==> src/rtl/calc_keypad_engine.sv <==
// Keypad calculator core: NDIG-digit decimal operands, + - x with sign, chaining,
// clear and error state; results go to BCD through a serial shift-add-3 converter.
module calc_keypad_engine #(
   parameter int NDIG = 2
) (
   input  logic              i_clk,
   input  logic              i_rst,
   input  logic [7:0]        i_key,
   output logic [8*NDIG-1:0] o_disp,
   output logic [2*NDIG-1:0] o_blank,
   output logic              o_neg,
   output logic              o_err,
   output logic              o_busy
);
   localparam int DDIG = 2*NDIG;
   localparam int DW   = 4*DDIG;
   localparam int RW   = $clog2(10**DDIG);
   localparam int AW   = $clog2(10**NDIG);
   localparam int CW   = $clog2(NDIG+1);
   localparam int KW   = $clog2(RW+1);
   localparam logic [CW-1:0] NDIG_C = CW'(NDIG);
   localparam logic [RW-1:0] LIM    = RW'(10**NDIG);

   typedef enum logic [2:0] {S_ENT_A, S_ENT_B, S_CONV, S_SHOW, S_ERR} state_t;
   typedef enum logic [1:0] {OP_ADD, OP_SUB, OP_MUL} op_t;

   state_t          r_state, w_state;
   op_t             r_op, w_op, w_key_op;
   logic [AW-1:0]   r_a, w_a, r_b, w_b;
   logic [CW-1:0]   r_cnt_a, w_cnt_a, r_cnt_b, w_cnt_b;
   logic [RW-1:0]   r_r, w_r, r_sh, w_sh;
   logic            r_neg_r, w_neg_r;
   logic [DW-1:0]   r_bcd, w_bcd;
   logic [KW-1:0]   r_cyc, w_cyc;
   logic [DW-1:0]   r_disp, w_disp;
   logic [DDIG-1:0] r_blank, w_blank;
   logic            r_neg, w_neg, r_err, w_err, r_busy, w_busy;
   logic [7:0]      r_key_prev;
   logic            w_press, w_is_dig, w_is_op, w_is_eq, w_clr;
   logic [3:0]      w_dig;
   logic [RW-1:0]   w_ra, w_rb;

   // Blank every position at or above max(n,1) while an operand is being typed.
   function automatic logic [DDIG-1:0] cnt_blank(input logic [CW-1:0] n);
      int lit;
      lit = (n == '0) ? 1 : int'(n);
      for (int i = 0; i < DDIG; i++) cnt_blank[i] = (i >= lit);
   endfunction

   function automatic logic [DDIG-1:0] bcd_blank(input logic [DW-1:0] bcd);
      logic lead;
      lead = 1'b1;
      bcd_blank = '0;
      for (int i = DDIG-1; i > 0; i--) begin
         if (bcd[4*i +: 4] != 4'd0) lead = 1'b0;
         bcd_blank[i] = lead;
      end
   endfunction

   function automatic logic [DW-1:0] dabble(input logic [DW-1:0] bcd, input logic bin);
      logic [DW-1:0] t;
      t = bcd;
      for (int i = 0; i < DDIG; i++)
         if (t[4*i +: 4] >= 4'd5) t[4*i +: 4] = t[4*i +: 4] + 4'd3;
      return {t[DW-2:0], bin};
   endfunction

   assign w_press  = (i_key != 8'hFF) && (r_key_prev == 8'hFF);
   assign w_is_dig = w_press && (i_key <= 8'h09);
   assign w_is_op  = w_press && (i_key == 8'h0A || i_key == 8'h0B || i_key == 8'h0C);
   assign w_is_eq  = w_press && (i_key == 8'h0E);
   assign w_dig    = i_key[3:0];
   assign w_ra     = RW'(r_a);
   assign w_rb     = RW'(r_b);

   always_comb begin
      w_key_op = OP_ADD;
      if (i_key[1:0] == 2'b11)      w_key_op = OP_SUB;
      else if (i_key[1:0] == 2'b00) w_key_op = OP_MUL;
   end

   always_comb begin
      w_state = r_state;  w_op = r_op;  w_a = r_a;  w_b = r_b;
      w_cnt_a = r_cnt_a;  w_cnt_b = r_cnt_b;  w_r = r_r;  w_sh = r_sh;
      w_neg_r = r_neg_r;  w_bcd = r_bcd;  w_cyc = r_cyc;  w_disp = r_disp;
      w_blank = r_blank;  w_neg = r_neg;  w_err = r_err;  w_busy = r_busy;
      w_clr   = w_press && (i_key == 8'h0F);
      case (r_state)
         S_ENT_A: begin
            if (w_is_dig && r_cnt_a < NDIG_C) begin
               w_a     = (r_cnt_a == '0) ? AW'(w_dig) : r_a * AW'(10) + AW'(w_dig);
               w_cnt_a = r_cnt_a + CW'(1);
               w_disp  = (r_cnt_a == '0) ? DW'(w_dig) : ((r_disp << 4) | DW'(w_dig));
               w_blank = cnt_blank(r_cnt_a + CW'(1));
            end else if (w_is_op && r_cnt_a != '0) begin
               w_op = w_key_op;  w_b = '0;  w_cnt_b = '0;  w_state = S_ENT_B;
            end
         end
         S_ENT_B: begin
            if (w_is_dig && r_cnt_b < NDIG_C) begin
               w_b     = (r_cnt_b == '0) ? AW'(w_dig) : r_b * AW'(10) + AW'(w_dig);
               w_cnt_b = r_cnt_b + CW'(1);
               w_disp  = (r_cnt_b == '0) ? DW'(w_dig) : ((r_disp << 4) | DW'(w_dig));
               w_blank = cnt_blank(r_cnt_b + CW'(1));
            end else if (w_is_op && r_cnt_b == '0) begin
               w_op = w_key_op;
            end else if (w_is_eq && r_cnt_b != '0) begin
               w_neg_r = 1'b0;
               case (r_op)
                  OP_MUL:  w_r = w_ra * w_rb;
                  OP_SUB:  begin
                     if (w_ra >= w_rb) w_r = w_ra - w_rb;
                     else begin
                        w_r     = w_rb - w_ra;
                        w_neg_r = 1'b1;
                     end
                  end
                  default: w_r = w_ra + w_rb;
               endcase
               w_sh = w_r;  w_bcd = '0;  w_cyc = '0;  w_busy = 1'b1;  w_state = S_CONV;
            end
         end
         S_CONV: begin
            w_bcd = dabble(r_bcd, r_sh[RW-1]);
            w_sh  = r_sh << 1;
            w_cyc = r_cyc + KW'(1);
            if (r_cyc == KW'(RW-1)) begin
               w_disp  = w_bcd;
               w_blank = bcd_blank(w_bcd);
               w_neg   = r_neg_r;
               w_busy  = 1'b0;
               w_state = S_SHOW;
            end
         end
         S_SHOW: begin
            if (w_is_dig) begin
               w_a = AW'(w_dig);  w_cnt_a = CW'(1);  w_b = '0;  w_cnt_b = '0;
               w_neg = 1'b0;  w_disp = DW'(w_dig);  w_blank = cnt_blank(CW'(1));
               w_state = S_ENT_A;
            end else if (w_is_op) begin
               // Chaining only works while the result still fits one operand.
               if (!r_neg && r_r < LIM) begin
                  w_a = AW'(r_r);  w_cnt_a = NDIG_C;  w_op = w_key_op;
                  w_b = '0;  w_cnt_b = '0;  w_state = S_ENT_B;
               end else begin
                  w_err = 1'b1;  w_blank = '1;  w_neg = 1'b0;  w_state = S_ERR;
               end
            end
         end
         S_ERR:   ;
         default: w_clr = 1'b1;
      endcase
   end

   always_ff @(posedge i_clk) begin
      if (i_rst) r_key_prev <= 8'hFF;
      else       r_key_prev <= i_key;
      if (i_rst || w_clr) begin
         r_state <= S_ENT_A;  r_op <= OP_ADD;  r_a <= '0;  r_b <= '0;
         r_cnt_a <= '0;  r_cnt_b <= '0;  r_r <= '0;  r_sh <= '0;  r_neg_r <= 1'b0;
         r_bcd <= '0;  r_cyc <= '0;  r_disp <= '0;
         r_blank <= {{(DDIG-1){1'b1}}, 1'b0};
         r_neg <= 1'b0;  r_err <= 1'b0;  r_busy <= 1'b0;
      end else begin
         r_state <= w_state;  r_op <= w_op;  r_a <= w_a;  r_b <= w_b;
         r_cnt_a <= w_cnt_a;  r_cnt_b <= w_cnt_b;  r_r <= w_r;  r_sh <= w_sh;
         r_neg_r <= w_neg_r;  r_bcd <= w_bcd;  r_cyc <= w_cyc;  r_disp <= w_disp;
         r_blank <= w_blank;  r_neg <= w_neg;  r_err <= w_err;  r_busy <= w_busy;
      end
   end

   assign o_disp  = r_disp;
   assign o_blank = r_blank;
   assign o_neg   = r_neg;
   assign o_err   = r_err;
   assign o_busy  = r_busy;
endmodule

==> config.mk <==
export PLATFORM = sky130hd
export DESIGN_NAME = calc_keypad_engine
export DESIGN_NICKNAME = d
export VERILOG_FILES = /design/src/rtl/calc_keypad_engine.sv
export SDC_FILE = /design/constraint.sdc
export NUM_CORES = 1
export LEC_CHECK = 0
export ABC_AREA = 0
export BUFFER_PORTS_ARGS = -buffer_cell sky130_fd_sc_hd__buf_2
export CAP_MARGIN = 20
export CORE_UTILIZATION = 57
export DETAILED_ROUTE_END_ITERATION = 12
export GPL_TIMING_DRIVEN = 0
export PLACE_DENSITY = 0.83
export SLEW_MARGIN = 15
export SYNTH_ARGS = -nofsm -noshare
export SYNTH_HDL_FRONTEND = slang
export SYNTH_SLANG_ARGS = --single-unit
==> constraint.sdc <==
create_clock -name i_clk -period 4.8 [get_ports i_clk]
set_input_delay 0.72 -clock i_clk [delete_from_list [all_inputs] [get_ports i_clk]]
set_output_delay 0.72 -clock i_clk [all_outputs]
set_load 0.02 [all_outputs]
* Word-level counts from Yosys, hierarchy flattened
Index checks and enable logic that the tools add are counted.
** Word-level totals
- Flip-flop bits (word level) :: 103
- Input bits :: 10
- Word-level logic and storage cells :: 228
** Cells by class
- Add/subtract/negate cells :: 12
- $mul :: 3
- Order comparisons :: 17
- Equal/unequal tests :: 31
- Multiplexer cells :: 100
- Bitwise logic cells :: 5
- Reduce and logical (&&, ||, !) cells :: 43
** Operators with widths (count)
- $mux W16 :: 9
- $mux W7 :: 12
- $pmux W16 S4 :: 1
- $mux W4 :: 15
- $mux W14 :: 4
- $pmux W14 S2 :: 2
- $mux W2 :: 21
- $eq A8 B4 Y1 const B :: 5
- $mux W3 :: 11
- $pmux W16 S2 :: 1
- $ne A2 B2 Y1 const B :: 13
- $pmux W7 S3 :: 1
- $reduce_and A4 Y1 :: 5
- $ge A4 B3 Y1 const B :: 4
- $or A16 B4 Y16 :: 1
- $pmux W4 S4 :: 1
- $reduce_and A8 Y1 :: 2
- $reduce_bool A4 Y1 :: 4
- $sub A7 B7 Y8 :: 2
- $add A7 B4 Y7 :: 2
- $lt A14 B7 Y1 const B :: 1
- $mul A7 B3 Y6 const B :: 2
- $mul A7 B7 Y14 :: 1
- $mux W1 :: 14
- other kinds (36) :: 77

* Depth between registers and ports, before layout
Gate-level depths: netlist of the first run.
- Depth in word-level cells :: 9
- Depth in mapped cells :: 18
- Gate-level depth less buffers :: 18

* Least setup slack after synthesis of the first run
No wires, ideal clock.
- Path type :: register to register
- From :: register r_b[1]
- To :: register r_sh[6]
- Library setup time :: 0.115 ns
- Arrival time :: 4.405 ns
- Path slack :: 0.281 ns
- Cell stages (with the launch flop) :: 19
- Clock period less this slack :: 4.519 ns
- Path through :: dfxtp_1 inv_1 nor2_1 fa_1 inv_1 fa_1 inv_1 fa_1 inv_1 fa_1 inv_1 ha_1 o21a_1 o31a_1 a211oi_1 nor3_1 a21o_1 nand2b_1 a2111oi_0
** Between the ends
- Cells in the longest elaborated chain, start to end :: 7
- Elaborated cells between the ends (all ways) :: 11
- Those cells by class :: add/sub (3); mul (1); order compare (1); mux (6)
** RTL lines
- start: declaration :: RTL line 29 : logic [AW-1:0] r_a, w_a, r_b, w_b;
- start signal: assignment :: RTL line 165 : r_state <= w_state; r_op <= w_op; r_a <= w_a; r_b <= w_b;
- parallel branches: the longest is 2 deep, another holds $mul A7 B7 Y14
- $pmux W14 S2 (*) :: RTL line 109 : case (r_op)
- $mux W14 (*) :: RTL line 107 : end else if (w_is_eq && r_cnt_b != '0) begin
- $mux W14 (*) :: RTL line 105 : end else if (w_is_op && r_cnt_b == '0) begin
- $mux W14 (*) :: RTL line 100 : if (w_is_dig && r_cnt_b < NDIG_C) begin
- $pmux W14 S2 (*) :: RTL line 88 : case (r_state)
- end signal: assignment :: RTL line 166 : r_cnt_a <= w_cnt_a; r_cnt_b <= w_cnt_b; r_r <= w_r; r_sh <= w_sh;
- end: declaration :: RTL line 31 : logic [RW-1:0] r_r, w_r, r_sh, w_sh;
Mark *: on every way between the ends. The select of a mux whose other input is x is not followed.
A chain may end at the register's enable or synchronous reset.

* Final worst setup path of the first run
- From :: register r_a[4]
- To :: register r_sh[13]
** Between the ends
- Cells in the longest elaborated chain, start to end :: 7
- Elaborated cells between the ends (all ways) :: 10
- Those cells by class :: add/sub (2); mul (1); order compare (1); mux (6)
** RTL lines (RTL line)
- start: declaration :: 29
- start signal: assignment :: 165
- parallel branches: the longest is 2 deep, another holds $mul A7 B7 Y14
- $pmux W14 S2 (*) :: 109
- $mux W14 (*) :: 107
- $mux W14 (*) :: 105
- $mux W14 (*) :: 100
- $pmux W14 S2 (*) :: 88
Marked as above.

==> results.sh, run 1 <==
export IMPL_status="complete, no violations"
export IMPL_period_share_pct=95.57
export IMPL_synth_fp_nets=1113
export IMPL_clockBufferDepth=2
export IMPL_mostFrequentLayoutCells="nor2_1, dfxtp_1, inv_1"
export IMPL_cp_slowest_cell="fa_1"
export IMPL_p_switching_uw=728.9
export IMPL_report_final_slew_viol_count=0
export IMPL_seqPwrFrac_pct=42.3
export IMPL_clk_latency_ps=360
export IMPL_combPwrFrac_pct=22.2
export IMPL_cts_clk_slew_worst_paths_ps=70
export IMPL_postCtsHoldBufs=0
export IMPL_syn_inst=987
export IMPL_cp_num_buf_inv=4
export IMPL_hold_path_class="reg2reg"
export IMPL_ant_nets=0
export IMPL_overflow=0
export IMPL_slew_headroom_pct=44.19
export IMPL_vias=7446
export IMPL_final_nets=1167
export IMPL_syn_area_sq_um=8041
export IMPL_ys_seq_elements=103
export IMPL_critPathRequiredTime_ps=5070
export IMPL_htree_levels=3
export IMPL_ys_flop_type="dfxtp_1"
export IMPL_synth_edff_count=0
export IMPL_cp_end_kind="flop"
export IMPL_grt_start_max_net_pins=19
export IMPL_areaGrowthSynthToFinish_pct=11.16
export IMPL_first_global_vias=7028
export IMPL_ys_warn_count=0
export IMPL_dieArea_sq_um=14590
export IMPL_whs_ps=449.6
export IMPL_skew_ps=15.95
export IMPL_finalCriticalPeriod_ps=4587
export IMPL_ir_drop_v=0.0003093
export IMPL_internal_power_mw=1.553
export IMPL_fp_dieW_um=120.8
export IMPL_drt_wl_total_um=21820
export IMPL_pwr_share_clk_pct=35.5
export IMPL_crit_top_cell="fa_1"
export IMPL_startpoint_type="flop"
export IMPL_cts_buffers=9
export IMPL_wl_per_cell_um=17.80
export IMPL_io_pins=33
export IMPL_die_y_um=120.8
export IMPL_powerDensity_nw_per_um2=255.2
export IMPL_worstMarginPinSlew_ps=828.1
export IMPL_num_rows=43
export IMPL_initial_core_util_pct=58.16
export IMPL_n_antenna_cell=0
export IMPL_max_cap_violations=0
export IMPL_final_common_cell="nor2_1"
export IMPL_critical_path_max_fanout=6
export IMPL_synth_distinct_cells=70
export IMPL_drive_gt1_share_pct=11.19
export IMPL_core_sq_um=13830
export IMPL_path_cells="inv_2 -> buf_4 -> nor2_1 -> fa_1 -> ha_1 -> inv_1 -> fa_1 -> fa_1 -> inv_1 -> ha_1 -> a21oi_1 -> nor2b_1 -> a311o_1 -> a21oi_2 -> and4_1 -> nor2_1 -> a221oi_2"
export IMPL_clock_fmax_mhz=218.0
export IMPL_total_power_mw=2.281
export IMPL_grt_pass1_wl_um=35110
export IMPL_cts_tree="built"
export IMPL_first_pass_iters=5
export IMPL_ctsRootBufferMaster="clkbuf_16"
export IMPL_arrival_ps=4860
export IMPL_switching_share_pct=31.95
export IMPL_dr_first_iter_drc_count=794
export IMPL_hpwlAfterDp_um=16220
export IMPL_crit_family="adder cells"
export IMPL_drc_errors=0
export IMPL_io_buffers=31
export IMPL_routabilityCongestion=0.9679
export IMPL_viasPerCell=6.073
export IMPL_slowest_delay_ps=560
export IMPL_crit_type="reg2reg"
export IMPL_p_leak_nw=3.640
export IMPL_setup_violations=0
export IMPL_grt_use_total_pct=30.62
export IMPL_async_flop_share_pct=0
export IMPL_antenna_found_initial=0
export IMPL_hold_viol_final=0
export IMPL_syn_area_per_cell_sq_um=8.147
export IMPL_clock_sinks=103
export IMPL_ys_seq_area_share_pct=25.64
export IMPL_rsz0062_at_grt="no"
area by class of cell:
class                           count  area [sq um]
Sequential cell                   103          2086
Buffer                             51         211.5
Fill cell                        1210          4888
Clock inverter                      6         101.3
Inverter                           91         351.6
Clock buffer                       10         229.0
Multi-Input combinational cell    742          5489
Tap cell                          180         225.2
Timing Repair Buffer               43         245.2
Yosys cell counts (4+ instances only):
| cell type | count | share of area, % |
|---|---|---|
| inv_1 | 91 | 4.2 |
| a21oi_1 | 72 | 4.5 |
| nor3b_1 | 12 | 1.1 |
| o31ai_1 | 6 | 0.56 |
| or4_1 | 5 | 0.47 |
| a21o_1 | 9 | 0.84 |
| buf_2 | 7 | 0.44 |
| o41ai_1 | 4 | 0.44 |
| a311oi_1 | 4 | 0.44 |
| nor2_1 | 119 | 5.6 |
| nand4b_1 | 4 | 0.44 |
| a221oi_1 | 11 | 1.2 |
| ha_1 | 85 | 13 |
| a22oi_1 | 15 | 1.4 |
| nand3b_1 | 5 | 0.47 |
| fa_1 | 31 | 7.7 |
| dfxtp_1 | 103 | 26 |
| nand3_1 | 27 | 1.7 |
| xor2_1 | 9 | 0.98 |
| a221o_1 | 4 | 0.50 |
| a31oi_1 | 8 | 0.62 |
| mux2i_1 | 16 | 2.0 |
| o211ai_1 | 8 | 0.75 |
| a211oi_1 | 24 | 2.2 |
| o21ai_0 | 61 | 3.8 |
| xnor2_1 | 27 | 2.9 |
| nand2b_1 | 13 | 1.0 |
| or3_1 | 6 | 0.47 |
| nand2_1 | 58 | 2.7 |
| or2_2 | 9 | 0.70 |
| clkbuf_1 | 39 | 1.8 |
| nor2b_1 | 12 | 0.93 |
| and3_1 | 4 | 0.31 |
| nor4_1 | 4 | 0.31 |
| nor3_1 | 20 | 1.2 |
layer usage:
layer / wire length (um) / vias to the layer above / share of wire, % / GRT usage, %
li1: - / 3562 / - / -
met1: 9483 / 3539 / 43 / 40.84
met2: 10230 / 298 / 47 / 50.14
met3: 1535 / 47 / 7.0 / 5.377
met4: 576 / 0 / 2.6 / 9.877
met5: 0 / - / 0 / 0
tightest hold or removal path, cell delays in order (launching register included):
cell	delay, ps
dfxtp_1	310
inv_1	50
a21oi_1	50
state kept, by name, summed over array words and instances (netlist names), 2 cells and up:
name,cells
o_disp,16
r_bcd,16
r_r,14
r_sh,14
r_key_prev,8
r_a,7
r_b,7
o_blank,4
r_cyc,4
r_state,3
r_cnt_a,2
r_cnt_b,2
r_op,2
power groups by stage:
stage | registers, mW | clock network, mW | logic [mW]
3_5_place_dp | 0.984 | 0 | 0.487
5_1_grt | 0.970 | 0.843 | 0.551
6_report | 0.965 | 0.810 | 0.506
4_1_cts | 0.965 | 0.812 | 0.490
2_1_floorplan | 1.04 | 0 | 0.284
3_3_place_gp | 0.983 | 0 | 0.485
metrics by stage:
| stage | util (%) | setup slack [ps] | instance area [sq um] | TNS, ps | instances |
|---|---|---|---|---|---|
| floorplan | - | 280.7 | 8041 | 0 | 987 |
| global placement | 60.91 | -171.7 | 8422 | -507.4 | 1198 |
| detailed placement | 60.91 | -254.3 | 8422 | -826.7 | 1198 |
| CTS | 63.53 | 18.81 | 8785 | 0 | 1215 |
| global route | 64.65 | 5.012 | 8939 | 0 | 1226 |
| finish | 64.65 | 212.9 | 8939 | 0 | 1226 |
kinds of logic (layout without fill, tap and decap cells):
| family | after synthesis | after routing | share of synthesized area (%) |
|---|---|---|---|
| simple gates | 312 | 312 | 18.75 |
| compound gates | 260 | 260 | 21.60 |
| buf+inv | 142 | 201 | 6.877 |
| fa+ha+maj | 116 | 116 | 20.94 |
| flops | 103 | 103 | 25.64 |
| xor+xnor | 36 | 36 | 3.921 |
| mux | 18 | 18 | 2.272 |
worst paths after layout:
check / from / endpoint / slack, ps / cells past startpoint
setup / recovery: r_a[4] / r_sh[13] / 210 / 17
hold / removal: o_err / o_err / 450 / 2
setup reg to reg: r_a[4] / r_sh[13] / 210 / 17
hold reg to reg: o_err / o_err / 450 / 2
timing repair:
action                     CTS  global route
resized for setup           12            22
setup endpoints to repair    6            10
buffers inserted             1            11
pin swaps                    0             4
Note: power is estimated with default switching activity, not from simulation.
==> run 2, diff against run 1 <==
--- a/config.mk
+++ b/config.mk
@@ -8,6 +8,7 @@
 export ABC_AREA = 0
 export BUFFER_PORTS_ARGS = -buffer_cell sky130_fd_sc_hd__buf_2
 export CAP_MARGIN = 20
+export CORE_ASPECT_RATIO = 1.4
 export CORE_UTILIZATION = 57
 export DETAILED_ROUTE_END_ITERATION = 12
 export GPL_TIMING_DRIVEN = 0
==> results.sh, run 2 (synthesis results as in run 1) <==
export IMPL_status="complete, no violations"
export IMPL_drc_errors=0
export IMPL_critical_path_max_fanout=7
export IMPL_final_common_cell="nor2_1"
export IMPL_overflow=0
export IMPL_crit_type="reg2reg"
export IMPL_grt_use_total_pct=31.78
export IMPL_clock_fmax_mhz=216.0
export IMPL_ctsRootBufferMaster="clkbuf_16"
export IMPL_switching_share_pct=32.79
export IMPL_postCtsHoldBufs=0
export IMPL_fp_dieW_um=102.4
export IMPL_rsz0062_at_grt="no"
export IMPL_cts_buffers=9
export IMPL_htree_levels=3
export IMPL_areaGrowthSynthToFinish_pct=10.67
export IMPL_hpwlAfterDp_um=16930
export IMPL_tns_ps=0
export IMPL_setup_violations=0
export IMPL_wl_per_cell_um=18.29
export IMPL_period_share_pct=96.45
export IMPL_startpoint_type="flop"
export IMPL_max_cap_violations=0
export IMPL_internal_power_mw=1.495
export IMPL_drt_wl_total_um=22480
export IMPL_report_final_slew_viol_count=0
export IMPL_combPwrFrac_pct=22.8
export IMPL_num_rows=51
export IMPL_ir_drop_v=0.0002919
export IMPL_vias=7542
export IMPL_r2r_setup_slack_ps=170
export IMPL_dieArea_sq_um=14590
export IMPL_seqPwrFrac_pct=43.5
export IMPL_p_leak_nw=3.620
export IMPL_clockBufferDepth=2
export IMPL_io_buffers=31
export IMPL_pwr_share_clk_pct=33.7
export IMPL_mostFrequentLayoutCells="nor2_1, dfxtp_1, inv_1"
export IMPL_cts_tree="built"
export IMPL_worstMarginPinSlew_ps=783.5
export IMPL_hold_viol_final=0
export IMPL_ant_nets=0
export IMPL_powerDensity_nw_per_um2=249.9
export IMPL_slew_headroom_pct=47.20
export IMPL_skew_ps=8.001
export IMPL_core_sq_um=13850
export IMPL_p_switching_uw=729.2
export IMPL_io_pins=33
export IMPL_hold_path_class="reg2reg"
export IMPL_viasPerCell=6.137
export IMPL_clk_latency_ps=360
export IMPL_critPathRequiredTime_ps=5070
export IMPL_grt_pass1_wl_um=35670
export IMPL_cp_end_kind="flop"
export IMPL_clock_sinks=103
export IMPL_n_antenna_cell=0
export IMPL_drive_gt1_share_pct=10.82
export IMPL_antenna_found_initial=0
export IMPL_cts_clk_slew_worst_paths_ps=70
export IMPL_first_pass_iters=6
export IMPL_die_y_um=142.5
export IMPL_first_global_vias=7415
export IMPL_final_core_util_pct=64.27
export IMPL_finalCriticalPeriod_ps=4629
export IMPL_final_nets=1165
export IMPL_dr_first_iter_drc_count=587
export IMPL_grt_start_max_net_pins=19
export IMPL_routabilityCongestion=1.025
export IMPL_arrival_ps=4900
export IMPL_initial_core_util_pct=58.07
[run 2: worst paths after layout]
kind / end / depth (start not counted) / startpoint
worst min register to register: o_err / 2 / o_err
worst max register to register: r_sh[12] / 17 / r_a[3]
worst min-delay path: o_err / 2 / o_err
worst max-delay path: r_sh[12] / 17 / r_a[3]
[run 2: layout make-up]
class | instances | area [sq um]
buffer | 51 | 211.5
clock buffer | 9 | 225.2
clock inverter | 7 | 80.08
fill | 1174 | 4947
inverter | 91 | 351.6
multi-input combinational | 742 | 5478
sequential | 103 | 2092
tap | 185 | 231.5
timing repair buffer | 41 | 230.2
[run 2: power groups by stage]
stage	logic, mW	registers [mW]	clock network, mW
5_1_grt	0.545	0.972	0.784
6_report	0.507	0.968	0.749
3_3_place_gp	0.477	0.986	0
3_5_place_dp	0.491	0.986	0
2_1_floorplan	0.284	1.04	0
4_1_cts	0.494	0.968	0.752
[run 2: metal layers]
layer	global-route usage [%]	routed length, um	up-vias
met4	20.60	1304	0
met5	0	0	-
met1	35.39	8547	3560
met2	55.56	11240	322
li1	-	-	3568
met3	4.519	1382	92
[run 2: repair_timing]
item	4_1_cts	5_1_grt
setup buffers	1	9
pin swaps	1	2
endpoints found under the setup margin	11	12
resized for setup	14	20
[run 2: per-stage QoR]
step                      cell area, sq um  hold slack (ps)  cells  power, mW  setup WS [ps]
after floorplan                       8041            432.1    987      1.323          280.7
after CTS                             8765            448.2   1220      2.214          8.578
final                                 8900            446.6   1229      2.224          170.6
after global placement                8428            438.7   1203      1.463         -206.0
after global routing                  8900            489.1   1229      2.301          1.655
after detailed placement              8428            436.8   1203      1.477         -316.0
[run 2: worst max-delay path, stage by stage, from the launching register on]
cell      delay [ps]
dfxtp_4          400
ha_4             190
fa_1             520
inv_1             40
fa_1             480
inv_1             70
fa_1             540
inv_1             60
fa_1             540
inv_1             70
ha_4             270
o21a_1           110
o31a_1           240
nor3_1            70
o31ai_1          280
xor2_1           270
nand2_1          120
a221oi_2         240
==> run 3, diff against run 2 <==
--- a/config.mk
+++ b/config.mk
@@ -12,6 +12,7 @@
 export CORE_UTILIZATION = 57
 export DETAILED_ROUTE_END_ITERATION = 12
 export GPL_TIMING_DRIVEN = 0
+export MAX_ROUTING_LAYER = met4
 export PLACE_DENSITY = 0.83
 export SLEW_MARGIN = 15
 export SYNTH_ARGS = -nofsm -noshare
==> results.sh, run 3 (synthesis results as in run 1) <==
export IMPL_report_final_slew_viol_count=0
export IMPL_cts_clk_slew_worst_paths_ps=70
export IMPL_num_rows=51
export IMPL_setup_slack_ps=156.8
export IMPL_arrival_ps=4900
export IMPL_clock_sinks=103
export IMPL_clk_latency_ps=350
export IMPL_slew_headroom_pct=43.76
export IMPL_status="complete, no violations"
export IMPL_hold_viol_final=0
export IMPL_areaGrowthSynthToFinish_pct=10.13
export IMPL_finalCriticalPeriod_ps=4643
export IMPL_total_power_mw=2.266
export IMPL_overflow=0
export IMPL_initial_core_util_pct=58.07
export IMPL_first_global_vias=7361
export IMPL_n_antenna_cell=0
export IMPL_use_met2_pct=54.47
export IMPL_grt_busiest_layer="met2"
export IMPL_final_common_cell="nor2_1"
export IMPL_hold_path_class="reg2reg"
export IMPL_finish_instance_area_sq_um=8856
export IMPL_cts_buffers=9
export IMPL_grt_use_total_pct=32.45
export IMPL_first_pass_iters=5
export IMPL_skew_ps=8.608
export IMPL_dr_first_iter_drc_count=550
export IMPL_die_y_um=142.5
export IMPL_htree_levels=3
export IMPL_ir_drop_v=0.0003397
export IMPL_io_pins=33
export IMPL_ctsRootBufferMaster="clkbuf_16"
export IMPL_grtUsageMet1_pct=35.56
export IMPL_mostFrequentLayoutCells="nor2_1, dfxtp_1, inv_1"
export IMPL_dpl_instance_area_sq_um=8428
export IMPL_drc_errors=0
export IMPL_p_leak_nw=3.601
export IMPL_grt_pass1_wl_um=35400
export IMPL_clock_fmax_mhz=215.4
export IMPL_ant_nets=0
export IMPL_vias=7520
export IMPL_critical_path_max_fanout=6
export IMPL_cts_tree="built"
export IMPL_routabilityCongestion=1.055
export IMPL_final_nets=1158
export IMPL_clockBufferDepth=2
export IMPL_crit_type="reg2reg"
export IMPL_viasPerCell=6.164
export IMPL_hpwlAfterDp_um=16900
export IMPL_critPathRequiredTime_ps=5050
export IMPL_met3_usage_pct=4.666
export IMPL_pre_cts_ws_ps=-268.7
export IMPL_period_share_pct=96.73
export IMPL_cp_end_kind="flop"
export IMPL_core_sq_um=13850
export IMPL_max_cap_violations=0
export IMPL_powerDensity_nw_per_um2=255.9
export IMPL_dieArea_sq_um=14590
export IMPL_io_buffers=31
export IMPL_wl_per_cell_um=18.17
export IMPL_worstMarginPinSlew_ps=834.5
export IMPL_drt_wl_total_um=22160
export IMPL_startpoint_type="flop"
export IMPL_setup_violations=0
export IMPL_antenna_found_initial=0
export IMPL_drive_gt1_share_pct=9.952
export IMPL_grt_start_max_net_pins=16
export IMPL_fp_dieW_um=102.4
run 3: cell types whose count changed in the layout (fill, tap and decap cells not counted), moves of 2 or more:
cell        previous run  this run
clkinv_4               2         0
buf_4                 11         4
clkinvlp_4             4         1
clkbuf_8               0         2
run 3: final timing paths:
check | startpoint | endpoint | slack [ps] | cells past startpoint
min reg2reg | r_sh[0] | r_sh[1] | 450 | 2
max | r_a[4] | r_sh[11] | 160 | 18
max reg2reg | r_a[4] | r_sh[11] | 160 | 18
min | r_sh[0] | r_sh[1] | 450 | 2
run 3: per-layer routing:
| layer | part of all wire [%] | up-vias |
|---|---|---|
| met4 | 5.7 | 0 |
| li1 | - | 3554 |
| met1 | 37 | 3530 |
| met5 | 0 | - |
| met2 | 51 | 345 |
| met3 | 6.5 | 91 |
run 3: report_power, final:
group / total, mW / internal, mW / switching, mW / leakage, nW
combinational: 0.501 / 0.167 / 0.334 / 2.61
clock: 0.796 / 0.480 / 0.316 / 0.154
sequential: 0.969 / 0.918 / 0.0518 / 0.841
run 3: layout make-up:
class                   instances  area (sq um)
clock buffers                  11         252.7
inverters                      91         349.1
well taps                     185         231.5
fillers                      1189          4991
repair buffers                 34         177.7
plain buffers                  51         211.5
multi-input cells             742          5475
clock inverters                 3         67.56
flip-flops and latches        103          2091
run 3: timing repair:
item,4_1_cts,5_1_grt
pin swaps,0,6
resized for setup,10,24
setup endpoints to repair,9,11
hold buffers,0,0
setup buffers,0,3
run 3: critical path, stage by stage (launching register included):
cell	delay, ps
dfxtp_1	530
inv_2	70
buf_4	160
nor2_1	110
fa_1	420
ha_1	290
inv_1	50
fa_1	520
fa_1	560
inv_1	40
ha_1	350
a21oi_1	180
nor2b_1	70
a311o_1	380
a21oi_2	190
buf_4	130
xnor2_1	130
nand2_1	90
a221oi_1	270
run 3: metrics by stage:
stage          cells  setup TNS [ps]  hold slack (ps)  utilization [%]
2_1_floorplan    987               0            432.1                -
3_3_place_gp    1203          -715.3            438.2            60.87
3_5_place_dp    1203          -878.5            444.7            60.87
4_1_cts         1217               0            454.5            63.30
5_1_grt         1220          -18.43            471.7            63.96
6_report        1220               0            451.7            63.96
